### src/rtl/dump_scheduler.sv
// dump_scheduler: streams every register-file word, then every data-memory word, to a UART TX, LSB byte first.
// Optional feature macro DUMP_CHECKSUM_EN appends one XOR checksum byte to each frame.
module dump_scheduler #(
  parameter int len            = 32,
  parameter int LEN_DATA       = 8,
  parameter int cant_regs      = 32,
  parameter int cant_mem_datos = 16
) (
  input  logic                              clk,
  input  logic                              reset,
  input  logic                              start,
  input  logic [len-1:0]                    reg_data,
  input  logic [len-1:0]                    mem_data,
  output logic [$clog2(cant_regs)-1:0]      reg_addr,
  output logic [$clog2(cant_mem_datos)-1:0] mem_addr,
  output logic                              tx_start,
  input  logic                              tx_done,
  output logic [LEN_DATA-1:0]               uart_data_out,
  output logic                              busy,
  output logic                              done
);

  localparam int RA_W  = $clog2(cant_regs);
  localparam int MA_W  = $clog2(cant_mem_datos);
  localparam int WORDS = cant_regs + cant_mem_datos;
  localparam int WI_W  = $clog2(WORDS);
  localparam int BYTES = len / LEN_DATA;
  localparam int BI_W  = (BYTES > 1) ? $clog2(BYTES) : 1;

  localparam logic [WI_W-1:0] LAST_WORD = WI_W'(WORDS - 1);
  localparam logic [WI_W-1:0] FIRST_MEM = WI_W'(cant_regs);
  localparam logic [BI_W-1:0] LAST_BYTE = BI_W'(BYTES - 1);

  // state     | meaning
  // IDLE      | waiting for start
  // LOAD      | latch addressed word into word_reg, raise tx_start for byte 0
  // SEND      | tx_start high for the current byte
  // WAIT_TX   | byte in flight, waiting for tx_done
  // NEXT_WORD | advance word index or end the frame
  // CHECKSUM  | send XOR checksum byte and wait for tx_done (DUMP_CHECKSUM_EN only)
  // FINISH    | done pulse, back to IDLE
  typedef enum logic [2:0] {
    IDLE,
    LOAD,
    SEND,
    WAIT_TX,
    NEXT_WORD,
`ifdef DUMP_CHECKSUM_EN
    CHECKSUM,
`endif
    FINISH
  } state_t;

  state_t                           state;
  logic [WI_W-1:0]                  word_idx;
  logic [BI_W-1:0]                  byte_idx;
  logic [BYTES-1:0][LEN_DATA-1:0]   word_reg;
  logic [WI_W-1:0]                  next_word;
  logic [BI_W-1:0]                  next_byte;
  logic [len-1:0]                   sel_data;
`ifdef DUMP_CHECKSUM_EN
  logic [LEN_DATA-1:0]              csum;
`endif

  assign next_word = word_idx + WI_W'(1);
  assign next_byte = byte_idx + BI_W'(1);
  assign sel_data  = (word_idx < FIRST_MEM) ? reg_data : mem_data;

  always_ff @(posedge clk) begin
    if (reset) begin
      state         <= IDLE;
      word_idx      <= '0;
      byte_idx      <= '0;
      word_reg      <= '0;
      reg_addr      <= '0;
      mem_addr      <= '0;
      tx_start      <= 1'b0;
      uart_data_out <= '0;
      busy          <= 1'b0;
      done          <= 1'b0;
`ifdef DUMP_CHECKSUM_EN
      csum          <= '0;
`endif
    end else begin
      tx_start <= 1'b0;
      done     <= 1'b0;
      case (state)
        IDLE: begin
          if (start) begin
            state    <= LOAD;
            word_idx <= '0;
            byte_idx <= '0;
            reg_addr <= '0;
            busy     <= 1'b1;
`ifdef DUMP_CHECKSUM_EN
            csum     <= '0;
`endif
          end
        end
        // Byte 0 goes straight from the read port so tx_start lands one cycle after LOAD.
        LOAD: begin
          word_reg      <= sel_data;
          uart_data_out <= sel_data[LEN_DATA-1:0];
          tx_start      <= 1'b1;
`ifdef DUMP_CHECKSUM_EN
          csum          <= csum ^ sel_data[LEN_DATA-1:0];
`endif
          state         <= SEND;
        end
        SEND: state <= WAIT_TX;
        WAIT_TX: begin
          if (tx_done) begin
            if (byte_idx != LAST_BYTE) begin
              byte_idx      <= next_byte;
              uart_data_out <= word_reg[next_byte];
              tx_start      <= 1'b1;
`ifdef DUMP_CHECKSUM_EN
              csum          <= csum ^ word_reg[next_byte];
`endif
              state         <= SEND;
            end else begin
              state <= NEXT_WORD;
            end
          end
        end
        NEXT_WORD: begin
          if (word_idx == LAST_WORD) begin
`ifdef DUMP_CHECKSUM_EN
            uart_data_out <= csum;
            tx_start      <= 1'b1;
            state         <= CHECKSUM;
`else
            done  <= 1'b1;
            state <= FINISH;
`endif
          end else begin
            word_idx <= next_word;
            byte_idx <= '0;
            if (next_word < FIRST_MEM) reg_addr <= RA_W'(next_word);
            else                       mem_addr <= MA_W'(next_word - FIRST_MEM);
            state    <= LOAD;
          end
        end
`ifdef DUMP_CHECKSUM_EN
        // tx_done is ignored in the cycle tx_start is still high.
        CHECKSUM: begin
          if (!tx_start && tx_done) begin
            done  <= 1'b1;
            state <= FINISH;
          end
        end
`endif
        FINISH: begin
          busy     <= 1'b0;
          word_idx <= '0;
          byte_idx <= '0;
          state    <= IDLE;
        end
        default: state <= IDLE;
      endcase
    end
  end

endmodule

### config.mk
export PLATFORM = sky130hd
export DESIGN_NAME = dump_scheduler
export DESIGN_NICKNAME = d
export VERILOG_FILES = /design/src/rtl/dump_scheduler.sv
export SDC_FILE = /design/constraint.sdc
export NUM_CORES = 1
export LEC_CHECK = 0
export ABC_AREA = 1
export CORE_UTILIZATION = 51
export DETAILED_ROUTE_END_ITERATION = 12
export GPL_ROUTABILITY_DRIVEN = 1
export PLACE_DENSITY = 0.85
export SETUP_SLACK_MARGIN = 0.3
export SYNTH_ARGS = -nofsm -noshare
export SYNTH_HDL_FRONTEND = slang
export SYNTH_SLANG_ARGS = --single-unit
### constraint.sdc
create_clock -name clk -period 4 [get_ports clk]
set_input_delay 0.6 -clock clk [delete_from_list [all_inputs] [get_ports clk]]
set_output_delay 0.6 -clock clk [all_outputs]
set_load 0.01 [all_outputs]
==> results by stage <==
Outcome:
- The run finished with clean final reports.

Clock tree:
- Clock-pin slew was measured on the worst setup and hold paths at 0.06 ns.
- The root buffer cell chosen for the clock tree is sky130_fd_sc_hd__clkbuf_8.
- The clock insertion delay at the later pin of the skew report is 0.34 ns.
- The number of gates resized after CTS was 0.
- The number of buffers on the longest clock path is 2.
- The number of clock sinks is 63.
- The total CTS buffers is 9.
- The H-tree depth is 3.
- The clock tree from TritonCTS is yes.
- The number of buffers inserted to repair setup after CTS is 0.
- The quantity of hold-fixing buffers added after cts is 0.

Placement:
- In this run the tool buffered the top-level ports with 87 buffer cells.
- Routability-driven placement finished with a final weighted congestion of 0.811.
- After legalization and detailed placement, the total HPWL measured 5450 µm.

Layout:
- The number of nets in the layout is 589.
- The repair_antennas step left the layout with diodes totalling 0.
- The final design utilization is 73.0%.
- The fraction of final layout cells with drive strength greater than 1 is 6.12%.
- The layout overhead on the synthesized area is 35.4%.
- The register with the most flip-flops in the layout has 32 of them.
- Fill cells in the final layout number 450.

Floorplan:
- The floorplan step defined a die boundary enclosing 6240 µm².
- The floorplan core area is 5610 µm².
- The initial standard-cell utilization of the core is 53.9%.
- The height of the die is 79.0 µm.
- Row generation in the floorplan step produced 27 rows.
- 88 I/O pins were placed.
- The die outline width is 79.0 µm.

Worst setup path:
- Traced cell by cell, the critical path runs through ha_1 > inv_1 > nand2_1 > a21oi_1 > inv_2 > a21oi_1 > a21oi_1.
- The required time at the endpoint of the critical path is 4.22 ns.
- The slowest stage cell on the critical path is sky130_fd_sc_hd__dfxtp_1.
- For the worst setup path, the data arrival time is 2.36 ns.
- The most critical setup path has its startpoint at byte_idx[0].
- The worst setup path is of the flop to flop kind.
- Measured in cells, the most critical reg-to-reg path has a length of 7.
- Along the worst path, the maximum fanout reaches 24.
- The critical register-to-register path startpoint is byte_idx[0].
- The most common cell type on the critical path is sky130_fd_sc_hd__a21oi_1.
- The capture point of the worst reg-to-reg path is uart_data_out[1].
- The setup slack on the worst flop-to-flop path is 1.86 ns.
- STA classifies the critical path startpoint as a flop.
- For this run, the slowest stage of the critical path takes 0.54 ns.
- Following the worst setup path forward leads to its endpoint at uart_data_out[1].
- The sort of element at the end of the critical path is a flop.

Logic synthesis:
- Ranked by instance count, the synthesized netlist is headed by sky130_fd_sc_hd__nand2_1 (105), sky130_fd_sc_hd__nor2_1 (65), sky130_fd_sc_hd__dfxtp_1 (63).
- The synthesized netlist devotes 0.828% of its cell area to adder and majority cells.
- Summed over all instances, the cell type with the most area after synthesis is sky130_fd_sc_hd__dfxtp_1.
- The cell area that synthesis handed to floorplanning was 3020 µm².
- By area the synthesized netlist is led by sky130_fd_sc_hd__dfxtp_1 (42%), sky130_fd_sc_hd__nand2_1 (13%), sky130_fd_sc_hd__o21ai_0 (9.4%).
- The instance count of the mapped netlist is 442.
- The share of synthesized area spent on multiplexers is 1.33%.
- The number of nets handed over by synthesis was 512.
- The count of cell types in the netlist is 30.
- The most used flip-flop cell after synthesis is sky130_fd_sc_hd__dfxtp_1.
- The number of warning messages in the yosys log is 0.
- The async set or reset register ratio after synthesis is 0%.
- After synthesis, the mean cell area works out to 6.84 µm².
- The main combinational cell family by area after synthesis is simple AND/OR/NAND/NOR gates.
- Yosys mapped a number of flops with a built-in enable equal to 0.
- The post-synthesis share of cell area spent on and, or, nand and nor gates is 25.8%.
- After synthesis, flip-flops and latches occupy 41.7% of the total area.
- The synthesized netlist devotes 0.580% of its cell area to XOR and XNOR gates.
- The flip-flop and latch count after synthesis is 63.
- The cell with the most instances after synthesis is sky130_fd_sc_hd__nand2_1.
- Summed over its instances, the top area cell type makes up 41.7% of the synthesized netlist area.
- Summing the areas of all compound-gate instances in the mapped netlist gives 22.7% of the synthesized area.

GRT:
- The initial antenna violation count is 0.
- In the global route stage, met2 resource usage came out at 44.6%.
- After global routing, the most crowded layer is met2.
- The wire length of the first global-routing pass is 12,500 µm.
- Global routing used 31.9% of the available met1 tracks.
- The number of global-route vias before repair came to 2,744.
- The all-layer global routing usage is 26.0%.
- For met3 alone, demand over resource in global routing was 4.48%.
- The total overflow left after global routing is 0.
- Entering global routing, the biggest net connects 47 pins.

Pwr:
- The leakage power is 1.63 nW.
- The share of power burned in registers is 45.5%.
- Net switching is 27.4% of the power.
- Internal power comes to 0.00117 W.
- Across the VDD grid, the largest voltage drop is 0.234 mV.
- In this run the power density over the cells is 394 nW/µm².
- The combinational share of power is 20.5%.
- Per report_power, the clock group accounts for 34.0% of the total.
- The switching power of the nets is 0.000442 W.

Min path:
- The kind of path behind the tightest hold check is flop to flop.

STA:
- The final count of pins violating max slew is 0.
- After routing, the total negative slack on setup checks comes to 0 ns.
- The pin slew with the least headroom to its limit is 0.914 ns.
- For this run, the top clock speed supported by timing is 0.467 GHz.
- Clock skew on the completed layout was measured at 0.00812 ns.
- Setup repair after global routing left no endpoint under its margin.
- The shortest period the worst path allows is 2.14 ns.
- The count of endpoints failing hold in the final timing report is 0.
- Headroom to the max-slew limit came out at 38.8%.
- Setup violations remaining at the end of the flow were counted as 0.
- The ratio of final minimum period to clock period is 53.6%.

Job:
- Across the run, the number of max-cap violations was 0.

Routing:
- The pre-antenna-repair detailed-routing pass consisted of 7 iterations.
- After detailed routing, the average wire length per cell comes to 12.9 µm.
- In this run, the number of DRC markers left after iteration 0 of detailed routing was 208.
- The final route contains 3,122 vias.
- Wires add up to 7650 µm.
- The mean number of vias per cell is 5.25.
- The residual DRC count is 0.
- The final antenna-violating net count is 0.
[power by group through the flow]
stage | combinational, W | clock (W) | sequential [W]
floorplan | 0.000188 | 0 | 0.000742
global placement | 0.000322 | 0 | 0.000745
detailed placement | 0.000328 | 0 | 0.000746
CTS | 0.000331 | 0.000552 | 0.000733
global route | 0.000370 | 0.000584 | 0.000739
finish | 0.000331 | 0.000548 | 0.000734
[cell type report]
cell class	count	area [µm²]	area share [%]
clock inverter	3	42.5	1.04
sequential	63	1260	30.8
clock buffer	12	155	3.79
tap	72	90.1	2.20
inverter	28	105	2.57
timing repair buffer	90	893	21.8
multi-input combinational	327	1550	37.8
[cells by family after synthesis]
kind of cell,count (synthesis)
and+or+nand+nor,191
AOI/OAI and AO/OA,128
DFF,63
buffers and inverters,52
muxes,4
xor gates and xnor gates,2
adders and majority gates,2
[placed cells by master, fill, tap and decap left out, types with 2 or more instances in the layout]
cell,Yosys,layout
sky130_fd_sc_hd__nor2_2,2,2
sky130_fd_sc_hd__buf_4,0,3
sky130_fd_sc_hd__a21oi_1,38,38
sky130_fd_sc_hd__nor2_1,65,65
sky130_fd_sc_hd__a31oi_1,23,23
sky130_fd_sc_hd__clkdlybuf4s50_1,0,87
sky130_fd_sc_hd__inv_1,24,24
sky130_fd_sc_hd__nand3_1,8,8
sky130_fd_sc_hd__nand2_2,5,5
sky130_fd_sc_hd__ha_1,2,2
sky130_fd_sc_hd__inv_2,4,4
sky130_fd_sc_hd__o21ai_1,2,2
sky130_fd_sc_hd__dfxtp_1,63,63
sky130_fd_sc_hd__clkbuf_8,0,11
sky130_fd_sc_hd__nor2_4,2,2
sky130_fd_sc_hd__mux2i_1,4,4
sky130_fd_sc_hd__nand2_1,105,105
sky130_fd_sc_hd__o22ai_1,4,4
sky130_fd_sc_hd__o21ai_0,57,57
[worst min path at each step]
stage / end / cells after the start / start / slack [ns]
floorplan: word_reg[0] / 2 / word_reg[0] / 0.43
global placement: word_reg[3] / 2 / word_reg[3] / 0.44
detailed placement: word_reg[2] / 2 / word_reg[2] / 0.45
CTS: word_reg[2] / 2 / word_reg[2] / 0.46
global route: byte_idx[1] / 2 / byte_idx[1] / 0.49
finish: word_reg[2] / 2 / word_reg[2] / 0.46
[metal layers]
metal,vias to the layer above,routed length (µm)
met3,16,488
met4,0,150
met1,1370,3390
met2,124,3620
met5,-,0
li1,1612,-
[worst max-delay path: cells and delay by family (launching register included)]
kind / cells / cell delay [ns]
compound gates: 3 / 0.81
fa+ha+maj: 1 / 0.32
buf+inv: 2 / 0.29
flops: 1 / 0.54
simple gates: 1 / 0.06
[per-stage QoR]
step / power [W] / cell area [µm²] / setup slack [ns] / hold slack, ns / cells
finish: 0.00161 / 4090 / 1.86 / 0.463 / 595
global route: 0.00169 / 4090 / 1.63 / 0.495 / 595
CTS: 0.00162 / 4090 / 1.89 / 0.461 / 595
detailed placement: 0.00107 / 3890 / 1.64 / 0.451 / 580
global placement: 0.00107 / 3890 / 1.71 / 0.441 / 580
floorplan: 0.000929 / 3020 / 2.56 / 0.430 / 442
No activity file was read; power rests on OpenSTA's default activity.
